==> config.mk <==
export PLATFORM = sky130hd
export DESIGN_NAME = mips_dmem_responder
export DESIGN_NICKNAME = d
export VERILOG_FILES = /design/src/rtl/mips_dmem_responder.sv
export SDC_FILE = /design/constraint.sdc
export NUM_CORES = 2
export LEC_CHECK = 0
export BUFFER_PORTS_ARGS = -buffer_cell sky130_fd_sc_hd__buf_4
export CORE_ASPECT_RATIO = 1.4
export CORE_MARGIN = 3
export CORE_UTILIZATION = 40
export DETAILED_ROUTE_END_ITERATION = 7
export SLEW_MARGIN = 20
export SYNTH_ARGS = -nofsm -noshare
export SYNTH_HDL_FRONTEND = slang
export SYNTH_SLANG_ARGS = --single-unit
==> constraint.sdc <==
create_clock -name clk -period 4.2 [get_ports clk]
set_input_delay 0.21 -clock clk [delete_from_list [all_inputs] [get_ports clk]]
set_output_delay 0.21 -clock clk [all_outputs]
set_load 0.1 [all_outputs]
==> src/rtl/mips_dmem_responder.sv <==
// Data-memory responder for the CPU MEM-stage bus: word RAM plus MMIO (TX FIFO, STATUS, CYCLES).
// Optional cycle counter enabled by defining DMEM_CYCLE_COUNTER_EN.
module mips_dmem_responder #(
    parameter int unsigned RAM_SIZE   = 64,
    parameter int unsigned FIFO_DEPTH = 4
) (
    input  logic        clk,
    input  logic        reset,
    input  logic        memwrite,
    input  logic [31:0] addr,
    input  logic [31:0] writedata,
    output logic [31:0] readdata,
    output logic [31:0] tx_data,
    output logic        tx_valid,
    input  logic        tx_ready
);

    localparam int unsigned AW = $clog2(RAM_SIZE);
    localparam int unsigned PW = $clog2(FIFO_DEPTH);
    localparam int unsigned CW = PW + 1;

    localparam logic [1:0] REG_TXDATA = 2'd0;
    localparam logic [1:0] REG_STATUS = 2'd1;
    localparam logic [1:0] REG_CYCLES = 2'd2;

    logic [31:0]   ram [RAM_SIZE];
    logic [31:0]   fifoMem [FIFO_DEPTH];
    logic [PW-1:0] rdPtr;
    logic [PW-1:0] wrPtr;
    logic [CW-1:0] count;
    logic          overflow;
    logic [31:0]   cyclesValue;
    logic [31:0]   readNext;

    logic          isMmio;
    logic [1:0]    regSel;
    logic [AW-1:0] wordIdx;
    logic          txWrite;
    logic          statusWrite;
    logic          full;
    logic          empty;
    logic          pop;
    logic          push;
    logic          unusedAddr;

    assign isMmio      = addr[31];
    assign regSel      = addr[3:2];
    assign wordIdx     = addr[AW+1:2];
    assign unusedAddr  = ^{addr[30:AW+2], addr[1:0]};

    assign txWrite     = memwrite && isMmio && (regSel == REG_TXDATA);
    assign statusWrite = memwrite && isMmio && (regSel == REG_STATUS);
    assign full        = (count == CW'(FIFO_DEPTH));
    assign empty       = (count == '0);
    assign pop         = tx_valid && tx_ready;
    // A full FIFO still accepts a push when the head leaves in the same cycle.
    assign push        = txWrite && (!full || pop);

    assign tx_valid    = !empty;
    assign tx_data     = fifoMem[rdPtr];

    // RAM storage is intentionally not reset.
    always_ff @(posedge clk) begin
        if (memwrite && !isMmio) begin
            ram[wordIdx] <= writedata;
        end
    end

    always_ff @(posedge clk) begin
        if (push) begin
            fifoMem[wrPtr] <= writedata;
        end
    end

    // Read mux samples pre-edge state, so same-edge writes are not visible.
    always_comb begin
        readNext = '0;
        if (!isMmio) begin
            readNext = ram[wordIdx];
        end else begin
            case (regSel)
                REG_STATUS: readNext = {28'b0, overflow, full, empty, 1'b0};
                REG_CYCLES: readNext = cyclesValue;
                default:    readNext = '0;
            endcase
        end
    end

    always_ff @(posedge clk or posedge reset) begin
        if (reset) begin
            readdata <= '0;
        end else begin
            readdata <= readNext;
        end
    end

    always_ff @(posedge clk or posedge reset) begin
        if (reset) begin
            rdPtr <= '0;
            wrPtr <= '0;
            count <= '0;
        end else begin
            if (push) begin
                wrPtr <= wrPtr + PW'(1);
            end
            if (pop) begin
                rdPtr <= rdPtr + PW'(1);
            end
            case ({push, pop})
                2'b10:   count <= count + CW'(1);
                2'b01:   count <= count - CW'(1);
                default: count <= count;
            endcase
        end
    end

    // A dropping push outranks a STATUS clear in the same cycle.
    always_ff @(posedge clk or posedge reset) begin
        if (reset) begin
            overflow <= 1'b0;
        end else if (txWrite && full && !pop) begin
            overflow <= 1'b1;
        end else if (statusWrite) begin
            overflow <= 1'b0;
        end
    end

`ifdef DMEM_CYCLE_COUNTER_EN
    logic [31:0] cycles;
    logic        cyclesWrite;

    assign cyclesWrite = memwrite && isMmio && (regSel == REG_CYCLES);
    assign cyclesValue = cycles;

    always_ff @(posedge clk or posedge reset) begin
        if (reset) begin
            cycles <= '0;
        end else if (cyclesWrite) begin
            cycles <= writedata;
        end else begin
            cycles <= cycles + 32'd1;
        end
    end
`else
    assign cyclesValue = '0;
`endif

endmodule

==> run_results.csv <==
group,metric,value,unit
clocking,htree_num_levels,4,
clocking,clkSlewWorstSetupHoldPaths,0.07,ns
clocking,clk_latency,0.86,ns
clocking,clock-sinks,2216,
synth,synth_common_cells,"2,176 x edfxtp_1, 523 x mux4_2, 198 x mux2i_1",
route,drtIter0Drc,3968,
placed_design,placed_cells,6555,
floorplanning,io_pins,133,
cells_and_area,layout.nets,4073,
synth,synthTopCellsByArea,"edfxtp_1 77%, mux4_2 14%, mux2i_1 2.3%",
timing,fin_crit_sh,80.2,%
worst_setup_path,cp_slowest_stage_delay,0.81,ns
cells_and_area,finalNonFillerCells,6960,
floorplanning,coreArea,209000,um2
synth,synth_nets,3734,
floorplanning,die_area,217000,um2
synth,synth_area_per_cell,23.1,um2
timing,skew,0.0509,ns
route,num_vias,39853,
worst_setup_path,path_class,"in2reg",
synth,synth_most_common_cell,"edfxtp_1",
clocking,cts_tree,"yes",
timing,period_needed,3.37,ns
global_routing,overflow,0,
power_and_ir_drop,ir_drop,0.464,mV
timing,grt_setup_unrepaired,"false",
floorplanning,num_rows,198,
global_routing,grt_max_degree,88,
timing,worst_slew_pin_slew,1.06,ns
route,routed_wl,219,mm
worst_setup_path,cpMaxStageDelayCell,"nor2_4",
floorplanning,start_util,40.4,%
timing,worst_slack,0.831,ns
floorplanning,die_height,550,um
synth,ys_types,54,
worst_setup_path,required,4.67,ns
synth,yosysWarnings,0,
clocking,clock_path_buffers,4,
worst_setup_path,cp_cell_sequence,"dlygate4sd3_1, buf_4, nor3b_1, nand2_1, nor2_4, buf_4",
clocking,cts-root-buf,"clkbuf_16",
global_routing,grt_pass1_vias,40805,
clocking,cts_resized,0,
route,route.detailed.drc,0,
timing,tns,0,ns
synth,ys.flop_type,"edfxtp_1",
timing,relSlewSlack,28.8,%
timing,slew_violations,0,
global_routing,grt_pass1_wl,310,mm
worst_setup_path,crit_top_cell,"buf_4",
worst_hold_path,hp-class,"in2reg",
worst_setup_path,worstSetupStartpointType,"input port",
floorplanning,die_x,394,um
synth,synth_area_leader_cell,"edfxtp_1",
global_routing,grt.total_usage,20.0,%
timing,fmax,297,MHz
route,dr.pass1.iters,6,
worst_setup_path,end_kind,"flip-flop",
global_routing,antenna_found_initial,4,
synth,synthesis.area,84400,um2
synth,async_flop_share,1.81,%
power_and_ir_drop,leakage,30.4,nW
route,routedWlPerCell,31.5,um
route,postRouteAntennaNets,0,
timing,setup_viol,0,
cells_and_area,drive_above_1_share,28.3,%
placed_design,place_ws,0.490,ns
synth,seq_area_frac_synth,78.6,%
status,status,"finished clean",
synth,synth_top_area_share,77.4,%
placed_design,dp_hpwl,126,mm
placed_design,io_buffer_count,107,
clocking,cts_buffers,206,
cells_and_area,area_growth,14.7,%
run,max-cap-violations,0,
timing,hold_violations,0,
placed_design,place_congestion,0.818,
synth,ys_ff_latch,2216,
worst_setup_path,cp.arrival,3.84,ns
route,viasPerCell,5.73,
synth,synth_edf_count,2176,
cells_and_area,final_util,46.4,%
synth,synth_cells,3661,
power_and_ir_drop,power_density,484,nW/um2
worst_setup_path,crit_fanout,18,
-- cell type report --
| class | count | area (um2) |
|---|---|---|
| sequential | 2216 | 66300 |
| tap | 2800 | 3500 |
| clock inverter | 107 | 878 |
| timing repair buffer | 330 | 3210 |
| inverter | 7 | 26.3 |
| fill | 17118 | 112000 |
| multi-input combinational | 1239 | 17400 |
| clock buffer | 257 | 5430 |
| antenna | 4 | 10.0 |
-- path summary, 6_finish.rpt --
| kind | slack (ns) | end | from | depth (start not counted) |
|---|---|---|---|---|
| max reg2reg | 1.79 | readdata[31] | ram[39][31] | 7 |
| min | 0.08 | overflow | addr[3] | 3 |
| min reg2reg | 0.55 | count[0] | count[0] | 1 |
| max in group asynchronous | 2.68 | readdata[30] | reset | 5 |
| min in group asynchronous | 0.56 | readdata[25] | reset | 4 |
| max | 0.83 | ram[17][25] | addr[31] | 6 |
-- metrics by stage --
stage | hold slack, ns | power (W) | instance area [um2]
6_report | 0.0785 | 0.0469 | 96800
5_1_grt | 0.0666 | 0.0483 | 96800
4_1_cts | 0.00666 | 0.0473 | 96800
3_5_place_dp | 0.267 | 0.0296 | 90100
3_3_place_gp | 0.259 | 0.0296 | 90100
2_1_floorplan | 0.309 | 0.0282 | 84400
-- layer usage --
layer | global-route usage [%] | part of all wire, %
met1 | 25.8 | 39
met2 | 35.0 | 52
met3 | 2.59 | 5.6
met4 | 7.08 | 3.7
met5 | 0 | 0.0046
-- registers in the layout, indices dropped and copies added, names as in the netlist --
register	cells
readdata	32
rdPtr	2
count	3
ram	2048
fifoMem	128
wrPtr	2
overflow	1
-- report_power, final --
group          switching, W  internal (W)
logic               0.00319       0.00134
clock network       0.00791       0.00989
registers          0.000110        0.0245
total                0.0112        0.0357
-- cells by family after synthesis --
family          synth area share (%)
flops                           78.6
mux                             16.5
compound gates                  2.06
simple gates                    1.30
buf+inv                         1.38
xor+xnor                      0.0519
fa+ha+maj                     0.0830
-- cells in the final DEF, fill, tap and decap left out, types with 46 or more instances in the layout --
master and n:
a21oi_1 46, buf_12 49, buf_4 241, clkbuf_16 208, clkinv_1 48, edfxtp_1 2176, mux2i_1 198, mux4_2 523
nor2_1 46, nor2_4 64, o22ai_1 77
-- repair_timing --
| action | CTS | global route |
|---|---|---|
| hold endpoints to repair | 1597 | 0 |
| buffers inserted | 0 | 0 |
| hold buffers | 37 | 0 |
-- worst max-delay path: cells and delay by family --
| family | cells | cell delay [ns] |
|---|---|---|
| buf+inv | 3 | 1.21 |
| simple gates | 3 | 2.37 |
No activity file was read; power rests on OpenSTA's default activity.
